## src/rtl/imm_sequencer.sv

```systemverilog
// Immediate extension sequencer: 13-bit raw immediate -> 16-bit ALU B operand, one-entry output buffer.
// Define IMMSEQ_PREFIX_EN to build the PREFIX mode and the ARMED prefix state.
module imm_sequencer #(
    parameter int IN_W  = 13,
    parameter int OUT_W = 16
) (
    input  logic             clk,
    input  logic             reset,
    input  logic             flush,
    input  logic             in_valid,
    output logic             in_ready,
    input  logic [IN_W-1:0]  in_imm,
    input  logic [1:0]       in_mode,
    output logic             out_valid,
    input  logic             out_ready,
    output logic [OUT_W-1:0] out_imm,
    output logic             out_prefixed,
    output logic             armed
);
    localparam int P = OUT_W - IN_W;
    localparam logic [1:0] MODE_ZEXT  = 2'b01;
    localparam logic [1:0] MODE_SHIFT = 2'b11;

    logic             out_valid_reg;
    logic             out_prefixed_reg;
    logic [OUT_W-1:0] out_imm_reg;
    logic [OUT_W-1:0] result_next;
    logic             prefixed_next;
    logic [P-1:0]     upper_next;
    logic [P-1:0]     prefix_bits;
    logic             accept;
    logic             produce;
    logic             armed_int;

    assign in_ready = !flush && (!out_valid_reg || out_ready);
    assign accept   = in_valid && in_ready;

`ifdef IMMSEQ_PREFIX_EN
    localparam logic [1:0] MODE_PREFIX = 2'b10;

    typedef enum logic {IDLE = 1'b0, ARMED = 1'b1} state_t;
    state_t       state_reg;
    state_t       state_next;
    logic [P-1:0] prefix_reg;

    always_ff @(posedge clk or posedge reset) begin
        if (reset) begin
            state_reg <= IDLE;
        end else begin
            state_reg <= state_next;
        end
    end

    // SHIFT neither uses nor consumes an armed prefix.
    always_comb begin
        state_next = state_reg;
        if (flush) begin
            state_next = IDLE;
        end else if (accept) begin
            case (in_mode)
                MODE_PREFIX: state_next = ARMED;
                MODE_SHIFT:  state_next = state_reg;
                default:     state_next = IDLE;
            endcase
        end
    end

    always_comb begin
        armed_int = (state_reg == ARMED);
    end

    always_ff @(posedge clk or posedge reset) begin
        if (reset) begin
            prefix_reg <= '0;
        end else if (flush) begin
            prefix_reg <= '0;
        end else if (accept && (in_mode == MODE_PREFIX)) begin
            prefix_reg <= in_imm[P-1:0];
        end
    end

    assign prefix_bits = prefix_reg;
    assign produce     = (in_mode != MODE_PREFIX);
`else
    // Without the prefix feature mode 10 falls through to sign extension.
    assign armed_int   = 1'b0;
    assign prefix_bits = '0;
    assign produce     = 1'b1;
`endif

    // An armed prefix overrides the SEXT/ZEXT choice for the upper bits.
    generate
        for (genvar gi = 0; gi < P; gi++) begin : g_upper
            assign upper_next[gi] = armed_int ? prefix_bits[gi]
                                              : ((in_mode != MODE_ZEXT) & in_imm[IN_W-1]);
        end
    endgenerate

    always_comb begin
        result_next   = {upper_next, in_imm};
        prefixed_next = armed_int;
        if (in_mode == MODE_SHIFT) begin
            result_next   = {in_imm[OUT_W-P-1:0], {P{1'b0}}};
            prefixed_next = 1'b0;
        end
    end

    // A drain with no new result empties the buffer; accept implies the slot is free.
    always_ff @(posedge clk or posedge reset) begin
        if (reset) begin
            out_valid_reg    <= 1'b0;
            out_imm_reg      <= '0;
            out_prefixed_reg <= 1'b0;
        end else if (flush) begin
            out_valid_reg    <= 1'b0;
            out_prefixed_reg <= 1'b0;
        end else if (accept && produce) begin
            out_valid_reg    <= 1'b1;
            out_imm_reg      <= result_next;
            out_prefixed_reg <= prefixed_next;
        end else if (out_ready) begin
            out_valid_reg    <= 1'b0;
        end
    end

    assign out_valid    = out_valid_reg;
    assign out_imm      = out_imm_reg;
    assign out_prefixed = out_prefixed_reg;
    assign armed        = armed_int;

endmodule

```

## config.mk

```make
export PLATFORM = sky130hd
export DESIGN_NAME = imm_sequencer
export DESIGN_NICKNAME = d
export VERILOG_FILES = /design/src/rtl/imm_sequencer.sv
export SDC_FILE = /design/constraint.sdc
export NUM_CORES = 1
export LEC_CHECK = 0
export CAP_MARGIN = 20
export CORE_MARGIN = 4
export CORE_UTILIZATION = 44
export CTS_CLUSTER_DIAMETER = 120
export DETAILED_ROUTE_END_ITERATION = 6
export GPL_TIMING_DRIVEN = 0
export PLACE_DENSITY = 0.85
export SETUP_SLACK_MARGIN = 0.05
export SYNTH_ARGS = -nofsm -noshare
export SYNTH_HDL_FRONTEND = slang
export SYNTH_SLANG_ARGS = --single-unit
```

## constraint.sdc

```tcl
create_clock -name clk -period 2.8 [get_ports clk]
set_input_delay 0.56 -clock clk [delete_from_list [all_inputs] [get_ports clk]]
set_output_delay 0.56 -clock clk [all_outputs]
set_load 0.01 [all_outputs]
```

==> results of run 1 <==
cells by family (layout without fill, tap and decap cells):
family,after synthesis,count (layout),share of synthesized area (%)
other cells,1,2,0.406
compound gates,3,3,1.89
buf+inv,12,53,7.71
mux,26,26,36.5
simple gates,10,10,7.44
flops,17,17,46.0
final cells by class:
type | count | area share (%)
Buffer | 4 | 3.04
Timing Repair Buffer | 37 | 27.3
Tap cell | 27 | 2.49
Sequential cell | 17 | 31.3
Inverter | 8 | 2.21
Multi-Input combinational cell | 41 | 31.8
Clock buffer | 4 | 1.93
metrics by stage:
step	hold slack [ps]	util (%)
finish	522	68.6
global route	539	68.6
CTS	524	68.6
detailed placement	504	67.2
global placement	491	67.2
floorplan	486	-
cells in the final DEF (no fill, tap or decap):
master and n:
nor2_1 3, buf_4 2, conb_1 2, mux2_2 6, nor2b_4 1, clkbuf_1 1, nor3b_4 1, and2b_1 1
o21ai_0 1, dfrtp_1 17, buf_6 1, nand2_1 3, mux2i_1 6, inv_1 8, mux2_4 14, clkdlybuf4s50_1 37
clkbuf_4 3, nand2_2 1, a31oi_1 2, buf_8 1
worst max-delay path, cell delays in order:
cell and delay [ps]:
clkdlybuf4s50_1 500, nor2b_4 60, nor2_1 80, clkdlybuf4s50_1 540
how the worst max path moves through the flow:
stage / endpoint / slack (ps) / depth (start not counted)
after floorplan: out_imm[10] / 1220 / 4
after global placement: in_ready / 500 / 4
after detailed placement: in_ready / 510 / 4
after CTS: in_ready / 490 / 4
after global routing: in_ready / 460 / 4
final: in_ready / 500 / 4
power breakdown:
group / leakage, nW / switching (mW) / internal [mW]
combinational: 0.405 / 0.0893 / 0.168
sequential: 0.204 / 0.0258 / 0.290
clock: 0.0150 / 0.0738 / 0.0553
total: 0.624 / 0.189 / 0.514
per-layer routing:
layer	track usage (%)	share of wire (%)
met5	0	0
met4	6.38	0.52
met3	4.16	6.2
met2	24.0	49
met1	18.1	44
Yosys cell counts (2+ instances only):
master / number
dfrtp_1: 17
mux2_4: 14
inv_1: 8
mux2_2: 6
mux2i_1: 6
nand2_1: 3
nor2_1: 3
a31oi_1: 2
buf_4: 2
==> flow_summary.yaml, run 1 <==
detailed_routing:
  via_per_inst: 4.68
  ant_nets: 0
  firstDrtPassIters: 2
  vias: 646
  drt-total-wl_um: 1920
  post_drt_wl_per_cell_um: 13.9
  drt_iter0_markers: 6
  drc: 0
critical_path:
  rr_startpoint: "out_valid"
  cp_max_fo: 3
  r2r.worst_path.cells: 4
  critical_path_class: "in2out"
  cp-start-kind: "input pin"
  ff2ff_setup_slack_ps: 1200
  r2r_end: "out_imm[12]"
  startpoint: "out_ready"
  worstPathRequired_ps: 2240
  cp.arrival_ps: 1740
  cp-end-kind: "output pin"
cts:
  insertion_delay_ps: 280
  cts_buffer_depth: 2
  cts-resized-gates: 0
  clockRootBuffer: "clkbuf_4"
  holdBufCountCts: 0
  numClockSinks: 17
  cts_setup_buffers: 0
  cts_made_buffers: 3
  htree_levels: 1
  cts.clk_slew.worst_paths_ps: 90
  tritoncts: "yes"
timing:
  hold_viol: 0
  period_share_pct: 82.1
  final.setup.tns_ps: 0
  period_needed_ps: 2300
  setup_violations: 0
  max_freq_mhz: 435
  tightest_slew_ps: 634
  fin_skew_ps: 2.14
  finalWorstSetupSlack_ps: 502
  rsz0062_at_grt: "no"
  slew_headroom_pct: 57.7
  finalMaxSlewViolations: 0
yosys:
  yosysTopAreaCellShare_pct: 46.0
  synth.avg_cell_area_um2: 13.4
  ys.warnings.count: 0
  async_flop_share_pct: 100
  synthFlopType: "dfrtp_1"
  netlist_instances: 69
  synth_area_leaders: "dfrtp_1 (46%), mux2_4 (23%), mux2_2 (7.3%)"
  synth_top_cell_by_area: "dfrtp_1"
  synth-seq-cells: 17
  synth_area_um2: 925
  synth_cell_types: 17
  synth-edff-count: 0
  synth.yosys.seq_area_share_pct: 46.0
cells_and_area:
  antenna_cells: 0
  nFillCells: 153
  finalNonFillerCells: 138
  fin_nets: 132
  design_area_um2: 1360
  syn2layout_area_growth_pct: 47.0
  multiInputGateArea_um2: 432
  largest_register_ffs: 16
  drive_gt1_share_pct: 27.0
  ff_latch_area_um2: 425
global_routing:
  grt_usage_pct: 14.8
  antenna_found_initial: 0
  grt_pass1_wl_um: 2990
  grt_max_degree: 18
  grt_overflow: 0
  grt_pass1_vias: 681
place:
  placed_area_um2: 1330
  place_congestion: 0.709
  hpwlAfterDp_um: 1520
  portBuffers: 37
  dpl.cell_count: 134
  place_ws_ps: 506
pwr:
  p_leak_nw: 0.624
  power_density_nw_per_um2: 517
  peakVddDrop_mv: 0.331
  p_total_mw: 0.703
status:
  outcome: "finished, final reports clean"
die:
  die-area_um2: 2900
  pin_count: 40
  start_util_pct: 46.7
  fp-row-count: 16
  core_area_um2: 1980
  die_w_um: 53.8
  die_y_um: 53.8
flow_run:
  drv_cap: 0
hold_path:
  hp-class: "reg2reg"
  holdCritStartpoint: "out_imm[15]"
  hold_end: "out_imm[15]"
  hold_path_depth: 2
(Power assumes the default switching activity.)
==> run 2, diff against run 1 <==
Settings changed: CORE_UTILIZATION 44 to 41, PLACE_DENSITY 0.85 to 0.8.
Clock period 2.8 ns to 2.38 ns, I/O delays scaled along.
==> run 2 against run 1 <==
Net effect:
- total power increased by 18%
- critical path depth unchanged
- cell count unchanged
- largest cell class unchanged
- clock power increased by 23%
- sequential power increased by 17%
- combinational power increased by 17%
- register-to-register slack got worse by 410 ps
==> flow_summary.yaml, run 2 (synthesized netlist as in run 1, its figures left out) <==
cts:
  htree_levels: 1
  cts-resized-gates: 0
  cts.clk_slew.worst_paths_ps: 100
  cts_made_buffers: 3
  clockRootBuffer: "clkbuf_4"
  cts_setup_buffers: 0
  insertion_delay_ps: 290
  holdBufCountCts: 0
  tritoncts: "yes"
  cts_buffer_depth: 2
  numClockSinks: 17
pwr:
  p_leak_nw: 0.627
  power_density_nw_per_um2: 611
  peakVddDrop_mv: 0.469
timing:
  slew_headroom_pct: 58.2
  setup_violations: 0
  rsz0062_at_grt: "no"
  finalMaxSlewViolations: 0
  hold_viol: 0
  period_needed_ps: 2130
  max_freq_mhz: 469
  tightest_slew_ps: 626
  period_share_pct: 89.7
  fin_skew_ps: 1.33
  final.setup.tns_ps: 0
global_routing:
  grt_usage_pct: 13.0
  grt_pass1_wl_um: 3080
  grt_pass1_vias: 659
  antenna_found_initial: 0
  grt_overflow: 0
  grt_max_degree: 18
critical_path:
  critical_path_class: "in2out"
  cp.arrival_ps: 1660
  cp_max_fo: 3
  cp-end-kind: "output pin"
  worstPathRequired_ps: 1900
  r2r.worst_path.cells: 4
  cp-start-kind: "input pin"
cells_and_area:
  final_common_cell: "clkdlybuf4s50_1"
  antenna_cells: 0
  drive_gt1_share_pct: 27.9
  syn2layout_area_growth_pct: 47.1
  largest_register_ffs: 16
  fin_nets: 132
  layout_common_cells: "clkdlybuf4s50_1 (37), dfrtp_1 (17), mux2_4 (14)"
  fin_util_pct: 66.6
die:
  pin_count: 40
  die_w_um: 55.5
  die-area_um2: 3080
  core_area_um2: 2040
  die_y_um: 55.5
  start_util_pct: 45.3
  fp-row-count: 16
place:
  place_congestion: 0.739
  portBuffers: 37
  hpwlAfterDp_um: 1520
detailed_routing:
  vias: 619
  drt_iter0_markers: 3
  post_drt_wl_per_cell_um: 13.7
  firstDrtPassIters: 4
  drt-total-wl_um: 1880
  drc: 0
  via_per_inst: 4.49
  ant_nets: 0
hold_path:
  hp-class: "reg2reg"
  hold_path_depth: 1
flow_run:
  drv_cap: 0
status:
  outcome: "finished, final reports clean"
[run 2: changes by cell type in the layout (fill, tap and decap cells not counted)]
cell | previous run | this run
clkbuf_1 | 1 | 0
clkinv_2 | 0 | 1
[run 2: cell type report]
cell class,count,area [um2]
flip-flops and latches,17,425
repair buffers,37,370
fillers,165,682
clock buffers,3,22.5
multi-input cells,41,432
plain buffers,4,41.3
well taps,27,33.8
clock inverters,1,5.00
inverters,8,30.0
[run 2: final timing paths]
check / slack [ps] / endpoint / from
min: 520 / out_imm[11] / out_imm[11]
min in group asynchronous: 550 / out_imm[14] / reset
max reg2reg: 790 / out_imm[10] / out_valid
min reg2reg: 520 / out_imm[11] / out_imm[11]
max: 250 / in_ready / out_ready
max in group asynchronous: 1430 / out_imm[6] / reset
[run 2: critical path, stage by stage]
cell             delay (ps)
clkdlybuf4s50_1         500
nor2b_4                  60
nor2_1                   80
clkdlybuf4s50_1         540
[run 2: per-layer routing]
metal,wire [um],track usage (%)
met5,0,0
met4,36,7.29
met3,107,3.50
met2,969,21.1
met1,772,15.4
[run 2: through the flow]
step                std cells  setup slack [ps]  area (um2)  power [mW]  hold slack (ps)
finish                    138               246        1360       0.831              521
global route              138               167        1360       0.886              539
CTS                       138               244        1360       0.840              525
detailed placement        134               252        1330       0.682              494
global placement          134               251        1330       0.675              495
floorplan                  70               852         928       0.515              402
[run 2: report_power, final]
| group | switching, mW | leakage [nW] | total, mW | internal [mW] |
|---|---|---|---|---|
| combinational | 0.104 | 0.405 | 0.302 | 0.198 |
| sequential | 0.0297 | 0.204 | 0.371 | 0.342 |
| clock | 0.0961 | 0.0177 | 0.159 | 0.0626 |
